==> src/rtl/shift_reg_controller.sv <==
// Command sequencer for the 8-bit Mux4_1/DFlipFlop shifter: LOAD, SHL, SHR and ROL over valid/ready.
// Optional serial-out tap (ser_o/ser_valid_o) enabled by defining SHIFT_REG_CONTROLLER_SEROUT_EN.
module shift_reg_controller #(
    parameter int unsigned BUS_WIDTH = 8,
    parameter int unsigned CNT_W     = 4
) (
    input  logic                 clk,
    input  logic                 rst_n,
    input  logic                 cmd_valid_i,
    output logic                 cmd_ready_o,
    input  logic [1:0]           cmd_op_i,
    input  logic [CNT_W-1:0]     cmd_count_i,
    input  logic [BUS_WIDTH-1:0] cmd_data_i,
    input  logic                 cmd_fill_i,
    input  logic [BUS_WIDTH-1:0] shifter_q_i,
    output logic                 select1_o,
    output logic                 select2_o,
    output logic                 dataR_o,
    output logic                 dataL_o,
    output logic [BUS_WIDTH-1:0] load_data_o,
    output logic                 busy_o,
`ifdef SHIFT_REG_CONTROLLER_SEROUT_EN
    output logic                 ser_o,
    output logic                 ser_valid_o,
`endif
    output logic                 done_o
);

    typedef enum logic [1:0] {S_IDLE, S_LOAD, S_SHIFT, S_DONE} state_t;

    localparam logic [1:0] OP_LOAD   = 2'b00;
    localparam logic [1:0] OP_SHL    = 2'b01;
    localparam logic [1:0] OP_SHR    = 2'b10;
    localparam logic [1:0] OP_ROL    = 2'b11;
    localparam logic [1:0] MODE_HOLD = 2'b00;
    localparam logic [1:0] MODE_LOAD = 2'b01;
    localparam logic [1:0] MODE_UP   = 2'b10;
    localparam logic [1:0] MODE_DOWN = 2'b11;

    state_t                 r_state;
    logic [1:0]             r_op;
    logic [CNT_W-1:0]       r_cnt;
    logic [BUS_WIDTH-1:0]   r_data;
    logic                   r_fill;
    logic [1:0]             r_sel;
    logic                   r_busy;
    logic                   r_done;

    logic                   w_shift;
    logic                   w_unused_q;

    // Sequencer: r_cnt holds the shift steps still to go while in S_SHIFT.
    always_ff @(posedge clk or negedge rst_n) begin
        if (!rst_n) begin
            r_state <= S_IDLE;
            r_op    <= 2'b00;
            r_cnt   <= '0;
            r_data  <= '0;
            r_fill  <= 1'b0;
            r_sel   <= MODE_HOLD;
            r_busy  <= 1'b0;
            r_done  <= 1'b0;
        end else begin
            r_done <= 1'b0;
            case (r_state)
                S_IDLE: begin
                    if (cmd_valid_i) begin
                        r_op   <= cmd_op_i;
                        r_cnt  <= cmd_count_i;
                        r_data <= cmd_data_i;
                        r_fill <= cmd_fill_i;
                        r_busy <= 1'b1;
                        if (cmd_op_i == OP_LOAD) begin
                            r_state <= S_LOAD;
                            r_sel   <= MODE_LOAD;
                        end else if (cmd_count_i == CNT_W'(0)) begin
                            r_state <= S_DONE;
                            r_done  <= 1'b1;
                        end else begin
                            r_state <= S_SHIFT;
                            r_sel   <= (cmd_op_i == OP_SHR) ? MODE_DOWN : MODE_UP;
                        end
                    end
                end
                S_LOAD: begin
                    r_state <= S_DONE;
                    r_sel   <= MODE_HOLD;
                    r_done  <= 1'b1;
                end
                S_SHIFT: begin
                    r_cnt <= r_cnt - CNT_W'(1);
                    if (r_cnt == CNT_W'(1)) begin
                        r_state <= S_DONE;
                        r_sel   <= MODE_HOLD;
                        r_done  <= 1'b1;
                    end
                end
                S_DONE: begin
                    r_state <= S_IDLE;
                    r_busy  <= 1'b0;
                end
                default: r_state <= S_IDLE;
            endcase
        end
    end

    // Serial data lines are forced low outside the states that use them; ROL feeds back the MSB.
    assign w_shift     = (r_state == S_SHIFT);
    assign dataR_o     = w_shift & (((r_op == OP_SHL) & r_fill) |
                                    ((r_op == OP_ROL) & shifter_q_i[BUS_WIDTH-1]));
    assign dataL_o     = w_shift & (r_op == OP_SHR) & r_fill;
    assign load_data_o = (r_state == S_LOAD) ? r_data : '0;
    assign select1_o   = r_sel[0];
    assign select2_o   = r_sel[1];
    assign busy_o      = r_busy;
    assign cmd_ready_o = ~r_busy;
    assign done_o      = r_done;
    assign w_unused_q  = ^shifter_q_i;

`ifdef SHIFT_REG_CONTROLLER_SEROUT_EN
    assign ser_valid_o = w_shift;
    assign ser_o       = w_shift & ((r_op == OP_SHR) ? shifter_q_i[0] : shifter_q_i[BUS_WIDTH-1]);
`endif

endmodule

==> config.mk <==
export PLATFORM = sky130hd
export DESIGN_NAME = shift_reg_controller
export DESIGN_NICKNAME = d
export VERILOG_FILES = /design/src/rtl/shift_reg_controller.sv
export SDC_FILE = /design/constraint.sdc
export NUM_CORES = 1
export LEC_CHECK = 0
export ABC_AREA = 1
export BUFFER_PORTS_ARGS = -buffer_cell sky130_fd_sc_hd__buf_4
export CAP_MARGIN = 20
export CORE_AREA = 2 2 55 57
export DETAILED_ROUTE_END_ITERATION = 10
export DIE_AREA = 0 0 57 59
export PLACE_DENSITY = 0.75
export SKIP_LAST_GASP = 1
export SYNTH_ARGS = -nofsm -noshare
export SYNTH_HDL_FRONTEND = slang
export SYNTH_SLANG_ARGS = --single-unit
==> constraint.sdc <==
create_clock -name clk -period 1.38 [get_ports clk]
set_input_delay 0.138 -clock clk [delete_from_list [all_inputs] [get_ports clk]]
set_output_delay 0.138 -clock clk [all_outputs]
set_load 0.01 [all_outputs]
==> results of run 1 <==
==> power by group through the flow <==
stage                     clock [mW]  sequential [mW]  combinational [mW]
after detailed placement           0             1.10                1.93
after floorplan                    0             1.10                1.13
after global placement             0             1.08                1.87
after global routing           0.338             1.15                2.41
final                          0.297             1.11                2.13
after CTS                      0.308             1.10                2.06
==> timing repair <==
item / in CTS / in global routing
cloned: 0 / 0
gates resized for setup: 7 / 8
pin swaps: 1 / 1
endpoints found under the hold margin: 21 / 0
hold buffers: 1 / 0
endpoints found under the setup margin: 30 / 31
setup buffers: 1 / 1
==> state kept, by name, summed over array words and instances (netlist names) <==
signal and cells:
r_fill 1, r_data 8, done_o 1, r_cnt 4, r_state 2, busy_o 1, r_op 2, r_sel 2
==> worst max-delay path: stages, from the launching register on <==
cell and delay [ns]:
dfrtp_1 0.40, inv_2 0.09, ha_4 0.14, buf_4 0.12, inv_4 0.05, nor3_2 0.14
buf_4 0.14
==> metrics by stage <==
step	hold WS (ns)	area, sq um	std cells
4_1_cts	0.0135	1580	230
5_1_grt	0.0179	1610	231
3_5_place_dp	0.0393	1510	224
6_report	0.0151	1610	231
3_3_place_gp	0.0338	1510	224
2_1_floorplan	-0.158	1150	151
==> cells in the final DEF, fill, tap and decap left out, types with 2 or more instances in the layout <==
cell / n
inv_2: 2
clkbuf_4: 3
nand2_1: 57
o21ai_1: 2
ha_4: 2
a21oi_1: 3
o211ai_1: 2
buf_4: 47
nor2_2: 2
nor2_1: 9
inv_4: 2
nand3_1: 5
ha_1: 4
o21ai_0: 8
dfrtp_1: 20
inv_1: 18
==> routing by layer <==
layer  part of all wire (%)  up-vias  wire (microns)  track usage [%]
met3                    5.0        5             133             2.40
met2                     51       27            1350             30.0
li1                       -      560               -                -
met5                      0        -               0                0
met1                     43      521            1130             20.8
met4                    1.6        0              42             6.98
==> final cells by class <==
class	instances	area share, %
Multi-Input combinational cell	104	34.7
Sequential cell	21	32.6
Timing Repair Buffer	49	23.2
Inverter	22	5.43
Tap cell	31	2.40
Clock buffer	4	1.63
==> logic make-up (layout without fill, tap and decap cells) <==
logic type | Yosys count | count (layout)
AND/OR/NAND/NOR | 75 | 75
adder cells (fa/ha/maj) | 7 | 7
AO/OA/AOI/OAI | 21 | 21
XOR/XNOR | 1 | 1
buffers and inverters | 26 | 75
flip-flops | 21 | 21
==> how the worst max path moves through the flow <==
| stage | end | from | cells after the start | slack (ns) |
|---|---|---|---|---|
| final | dataL_o | r_state[0] | 6 | -0.13 |
| after global routing | dataR_o | r_state[0] | 6 | -0.22 |
| after CTS | dataR_o | r_state[0] | 6 | -0.17 |
| after detailed placement | r_state[1] | r_state[1] | 8 | -0.01 |
| after global placement | r_data[4] | r_state[1] | 7 | 0.004 |
| after floorplan | r_cnt[3] | r_state[0] | 8 | 0.04 |
==> impl_metrics.toml, run 1 <==
[power_and_ir_drop]
p_comb_share_pct = 60.3
clkPwrFrac_pct = 8.4
peakVddDrop_mv = 1.54
p_leak_nw = 0.917
seqPwrFrac_pct = 31.3
p_switching_mw = 1.50
p_per_area_nw_per_um2 = 2190
intPower_mw = 2.04
power_mw = 3.54
swShare_pct = 42.4

[setup_path]
r2r_end = "r_data[4]"
worstRegToRegCells = 7
critPathMaxFanout = 4
cp_data_required_time_ns = 1.24
start_kind = "flop"
rrSetupSlack_ns = -0.07
worstSetupPathType = "reg -> out"
endpoint_kind = "output pin"
worstPathArrival_ns = 1.38
r2r-start = "r_state[1]"

[placement]
dp_hpwl_mm = 1.94
io_buffer_count = 33
globalplace.congestion = 0.850
pre_cts_slack_ns = -0.0138

[drt]
postRouteAntennaNets = 0
first_iter_violations = 28
drc = 0
vias = 1113
drt-total-wl_mm = 2.66
avgRoutedWirePerCell_microns = 11.5
avgViaCountPerCell = 4.82
first_pass_iters = 4

[logic_synthesis]
yosysMostFrequentCell = "nand2_1"
synth.area.mux_share_pct = 0
syn_nets = 184
synthTopCellsByArea = "dfrtp_1, nand2_1, ha_1"
synth_cells = 151
ys_seq_area_share_pct = 45.9
synth_top_cells_by_count = "nand2_1, dfrtp_1, inv_1"
postSynthAreaPerCell_sq_um = 7.59
synthSimpleGateAreaFrac_pct = 25.4
ys_types = 23
synth_xor_area_share_pct = 0.764
yosys_warnings = 0
synth_top_area_share_pct = 45.9
synth_ff_type = "dfrtp_1"
syn_area_sq_um = 1150
synth_top_area_cell = "dfrtp_1"
synth_compound_area_share_pct = 10.8
synth-async-reset-ratio_pct = 100
ys_ff_latch = 21
synth_edf_count = 0
synthAdderAreaFrac_pct = 7.64
synth_top_family_by_area = "simple AND/OR/NAND/NOR gates"

[layout]
nNetsFinal = 234
seq_area_sq_um = 527
drive_gt1_share_pct = 32.5
diodes = 0
area_growth_pct = 40.8
nFillCells = 263
final_util_pct = 59.6
multi_input_area_sq_um = 561

[cts]
clk_path_buf_depth = 2
tritoncts = "done"
cts-htree-levels = 1
clk_pin_slew_ns = 0.12
cts_buffers = 3
numClockSinks = 21
root_buffer = "clkbuf_4"
clock_latency_ns = 0.30

[sta]
post-route-period-util_pct = 110
skew_ns = 0.00620
rsz0062_at_grt = "yes"
final_max_slew_viol_count = 0
max_freq_mhz = 661
tightest_slew_ns = 0.265
tns_ns = -1.81
fin_ws_ns = -0.133
setup_viol_count_final = 24
finalHoldViolCount = 0
fin_crit_ns = 1.51
maxSlewHeadroom_pct = 82.3

[flow_run]
maxCapViolations = 0

[die]
io_pins = 41
placementRows = 19
die_x_microns = 57
core-area_sq_um = 2710
die-area_sq_um = 3360
initial_core_util_pct = 42.3
die_h_microns = 59

[min_path]
min_from = "cmd_data_i[5]"
hold_path_class = "in -> reg"
hold_path_depth = 3
hold_end = "r_data[5]"

[global_routing]
track_usage_pct = 17.0
antenna_found_initial = 0
grt_max_degree = 22
grt_pass1_wl_mm = 4.45
gr-total-overflow = 0
grt_pass1_vias = 1078

[outcome]
status = "complete, but fails checks"
violations = "negative setup slack"
(Power assumes the default switching activity.)
==> run 2: changes to the inputs <==
--- a/config.mk
+++ b/config.mk
@@ -12,7 +12,6 @@
 export DETAILED_ROUTE_END_ITERATION = 10
 export DIE_AREA = 0 0 57 59
 export PLACE_DENSITY = 0.75
-export SKIP_LAST_GASP = 1
 export SYNTH_ARGS = -nofsm -noshare
 export SYNTH_HDL_FRONTEND = slang
 export SYNTH_SLANG_ARGS = --single-unit
==> impl_metrics.toml, run 2 (synthesized netlist as in run 1, its figures left out) <==
[outcome]
status = "complete, but fails checks"
violations = "negative setup slack"

[sta]
final_max_slew_viol_count = 0
max_freq_mhz = 661
maxSlewHeadroom_pct = 82.3
hold-worst-slack_ns = 0.0151
fin_crit_ns = 1.51
fin_ws_ns = -0.133
finalHoldViolCount = 0
setup_viol_count_final = 24
skew_ns = 0.00620
tightest_slew_ns = 0.265
tns_ns = -1.81
rsz0062_at_grt = "yes"
post-route-period-util_pct = 110

[die]
die-area_sq_um = 3360
core-area_sq_um = 2710
die_h_microns = 59
die_x_microns = 57
initial_core_util_pct = 42.3
io_pins = 41
placementRows = 19

[global_routing]
grt_max_degree = 22
antenna_found_initial = 0
gr-total-overflow = 0
grt_pass1_vias = 1078
track_usage_pct = 17.0
grt_pass1_wl_mm = 4.45

[drt]
drc = 0
avgRoutedWirePerCell_microns = 11.5
vias = 1113
first_pass_iters = 4
first_iter_violations = 28
drt-total-wl_mm = 2.66
avgViaCountPerCell = 4.82
postRouteAntennaNets = 0

[cts]
numClockSinks = 21
clock_latency_ns = 0.30
clk_pin_slew_ns = 0.12
cts_buffers = 3
clk_path_buf_depth = 2
tritoncts = "done"
root_buffer = "clkbuf_4"
cts-htree-levels = 1

[layout]
nNetsFinal = 234
final_cell_mix = "nand2_1, buf_4, dfrtp_1"
largest_reg_flops = 8
drive_gt1_share_pct = 32.5
layout_commonest_cell = "nand2_1"
diodes = 0
nFillCells = 263
top_regs = "r_data: 8 flops, r_cnt: 4 flops"
area_growth_pct = 40.8
top_register = "r_data"

[setup_path]
r2r_end = "r_data[4]"
crit_path_end = "dataL_o"
rrSetupSlack_ns = -0.07
endpoint_kind = "output pin"
critPathMaxFanout = 4
r2r-start = "r_state[1]"
worstRegToRegCells = 7
worstPathArrival_ns = 1.38
critPathLaunch = "r_state[0]"
worstSetupPathType = "reg -> out"
start_kind = "flop"
cp_data_required_time_ns = 1.24

[placement]
pre_cts_slack_ns = -0.0138
dp_hpwl_mm = 1.94
io_buffer_count = 33
globalplace.congestion = 0.850

[min_path]
hold_path_class = "in -> reg"

[power_and_ir_drop]
peakVddDrop_mv = 1.54
p_per_area_nw_per_um2 = 2190
p_leak_nw = 0.917

[flow_run]
maxCapViolations = 0
[run 2: cell counts in the layout (fill, tap and decap cells not counted)]
Identical to the previous run, type by type.
[run 2: worst max-delay path, stage by stage (launching register included)]
cell and delay, ns:
dfrtp_1 0.40, inv_2 0.09, ha_4 0.14, buf_4 0.12
inv_4 0.05, nor3_2 0.14, buf_4 0.14
[run 2: report_power, final]
group          internal [mW]  leakage [nW]  switching (mW)
Clock                  0.113        0.0150           0.185
Sequential             0.918         0.259           0.190
Combinational           1.01         0.643            1.13
[run 2: layout make-up]
class / instances / area [sq um] / area share (%)
clock buffer: 4 / 26.3 / 1.63
sequential: 21 / 527 / 32.6
inverter: 22 / 87.6 / 5.43
tap: 31 / 38.8 / 2.40
multi-input combinational: 104 / 561 / 34.7
timing repair buffer: 49 / 374 / 23.2
[run 2: what timing repair did]
action | in CTS | in global routing
buffers inserted | 1 | 1
hold endpoints to repair | 21 | 0
pin swaps | 1 | 1
resized for setup | 7 | 8
setup endpoints to repair | 30 | 31
hold buffers | 1 | 0
[run 2: worst min-delay path by stage]
stage                  start         to  slack [ns]  depth (start not counted)
3_5_place_dp           rst_n   r_cnt[0]        0.04                          1
3_3_place_gp           rst_n   r_cnt[1]        0.03                          1
2_1_floorplan          rst_n     busy_o       -0.16                          0
4_1_cts        cmd_data_i[5]  r_data[5]        0.01                          3
5_1_grt           cmd_fill_i     r_fill        0.02                          3
6_report       cmd_data_i[5]  r_data[5]        0.02                          3
[run 2: metrics by stage]
| step | util [%] | power [mW] | instances | instance area (sq um) |
|---|---|---|---|---|
| after floorplan | - | 2.23 | 151 | 1150 |
| after global placement | 55.6 | 2.95 | 224 | 1510 |
| after detailed placement | 55.6 | 3.03 | 224 | 1510 |
| after CTS | 58.4 | 3.46 | 230 | 1580 |
| after global routing | 59.6 | 3.90 | 231 | 1610 |
| final | 59.6 | 3.54 | 231 | 1610 |
[run 2: routing by layer]
metal	global-route usage (%)	vias to the layer above	part of all wire [%]
li1	-	560	-
met1	20.8	521	43
met2	30.0	27	51
met3	2.40	5	5.0
met4	6.98	0	1.6
met5	0	-	0
==> run 3: changes to the inputs <==
--- a/config.mk
+++ b/config.mk
@@ -8,10 +8,11 @@
 export ABC_AREA = 1
 export BUFFER_PORTS_ARGS = -buffer_cell sky130_fd_sc_hd__buf_4
 export CAP_MARGIN = 20
-export CORE_AREA = 2 2 55 57
+export CORE_AREA = 2 2 52 54
 export DETAILED_ROUTE_END_ITERATION = 10
-export DIE_AREA = 0 0 57 59
-export PLACE_DENSITY = 0.75
+export DIE_AREA = 0 0 54 56
+export PLACE_DENSITY = 0.8
+export RECOVER_POWER = 25
 export SYNTH_ARGS = -nofsm -noshare
 export SYNTH_HDL_FRONTEND = slang
 export SYNTH_SLANG_ARGS = --single-unit
==> constraint.sdc (replaced) <==
create_clock -name clk -period 1.48 [get_ports clk]
set_input_delay 0.148 -clock clk [delete_from_list [all_inputs] [get_ports clk]]
set_output_delay 0.148 -clock clk [all_outputs]
set_load 0.01 [all_outputs]
==> impl_metrics.toml, run 3 (synthesized netlist as in run 1, its figures left out) <==
[min_path]
hold_end = "r_data[1]"
min_from = "cmd_data_i[1]"
hold_path_depth = 3
hold_path_class = "in -> reg"

[drt]
vias = 1091
avgViaCountPerCell = 4.87
met3_length_microns = 144
drt-total-wl_mm = 2.57
postRouteAntennaNets = 0
drc = 0
wl_met1_mm = 1.09
avgRoutedWirePerCell_microns = 11.5
route.met2.wl_mm = 1.25
top_layer = "met4"
first_pass_iters = 4
first_iter_violations = 17

[setup_path]
worstRegToRegCells = 7
path_delay_family = "flip-flops"
worstPathArrival_ns = 1.33
rrSetupSlack_ns = 0.05
critPathMaxFanout = 4
worstSetupPathType = "reg -> out"
path_buf_inv = 3
r2r_end = "r_cnt[3]"
slowest_delay_ns = 0.41
start_kind = "flop"
cp_data_required_time_ns = 1.33
path_cells = "inv_2 > ha_4 > inv_4 > nor3_2 > buf_4"
critPathSlowestCell = "dfrtp_1"
endpoint_kind = "output pin"
r2r-start = "r_state[1]"

[outcome]
status = "complete, no violations"

[global_routing]
grt_pass1_wl_mm = 4.37
grt_max_degree = 22
antenna_found_initial = 0
grt_pass1_vias = 1068
track_usage_pct = 19.3
gr-total-overflow = 0

[die]
core-area_sq_um = 2430
die_h_microns = 56
initial_core_util_pct = 47.1
die_x_microns = 54
io_pins = 41
placementRows = 18
die-area_sq_um = 3020

[sta]
max_freq_mhz = 678
final_max_slew_viol_count = 0
rsz0062_at_grt = "yes"
setup_viol_count_final = 0
tns_ns = 0
skew_ns = 0.00467
maxSlewHeadroom_pct = 64.5
fin_crit_ns = 1.48
finalHoldViolCount = 0
post-route-period-util_pct = 99.7
tightest_slew_ns = 0.532

[placement]
dp_hpwl_mm = 1.89
io_buffer_count = 33
globalplace.congestion = 0.884

[power_and_ir_drop]
power_mw = 3.15
peakVddDrop_mv = 1.15
p_leak_nw = 0.886
p_per_area_nw_per_um2 = 2030

[layout]
layout_commonest_cell = "nand2_1"
largest_reg_flops = 8
nNetsFinal = 228
nFillCells = 228
diodes = 0
top_regs = "r_data: 8 flops, r_cnt: 4 flops"
top_register = "r_data"
drive_gt1_share_pct = 30.4
final_cell_mix = "nand2_1, buf_4, dfrtp_1"
area_growth_pct = 35.7

[cts]
tritoncts = "done"
numClockSinks = 21
cts_buffers = 3
root_buffer = "clkbuf_4"
clk_path_buf_depth = 2
clk_pin_slew_ns = 0.12
cts-htree-levels = 1
clock_latency_ns = 0.31

[flow_run]
maxCapViolations = 0
run 3: changes by cell type in the layout (fill, tap and decap cells not counted), sizes merged:
cell and delta:
clkbuf +1, buf -7
run 3: worst reg2reg max path: stages, from the launching register on:
cell     delay (ns)
dfrtp_2        0.46
inv_2          0.10
ha_2           0.28
nand2_2        0.14
o21ai_4        0.13
o21a_1         0.16
nand2_1        0.05
o21ai_1        0.06
run 3: final cells by class:
cell class	instances	area, sq um	share of cell area, %
well taps	30	37.5	2.41
inverters	22	85.1	5.47
multi-input cells	104	557	35.8
clock buffers	4	26.3	1.69
repair buffers	43	323	20.8
flip-flops and latches	21	527	33.9
run 3: routing by layer:
layer / GRT usage (%) / vias up
met4: 8.93 / 0
met1: 23.8 / 493
met5: 0 / -
li1: - / 553
met3: 2.96 / 9
met2: 31.9 / 36
run 3: timing repair:
action,CTS,global route
endpoints found under the setup margin,15,17
hold buffers,1,0
pin swaps,1,3
setup buffers,1,3
resized for setup,9,6
hold endpoints to repair,21,0
run 3: worst max path at each step:
stage,start,cells past startpoint,to,slack [ns]
5_1_grt,r_state[0],5,dataR_o,-0.09
2_1_floorplan,r_state[0],8,r_cnt[3],0.14
3_5_place_dp,r_state[1],7,r_cnt[3],-0.01
6_report,r_state[0],5,dataL_o,0.004
4_1_cts,r_state[0],5,dataR_o,-0.02
3_3_place_gp,r_state[1],7,r_cnt[3],0.05
run 3: per-stage QoR:
stage	std cells	hold WS, ns	setup WS, ns	utilization (%)	cell area (sq um)
final	224	0.0228	0.00442	63.9	1560
after CTS	221	0.0213	-0.0198	62.6	1520
after floorplan	151	-0.148	0.144	-	1150
after global placement	215	0.0435	0.0497	59.4	1450
after detailed placement	215	0.0499	-0.0142	59.4	1450
after global routing	224	0.0130	-0.0934	63.9	1560
run 3: where the power goes:
| group | total, mW | internal (mW) | leakage (nW) | switching (mW) |
|---|---|---|---|---|
| clock network | 0.284 | 0.105 | 0.0150 | 0.178 |
| logic | 1.84 | 0.826 | 0.612 | 1.01 |
| registers | 1.03 | 0.856 | 0.259 | 0.175 |
| total | 3.15 | 1.79 | 0.886 | 1.36 |
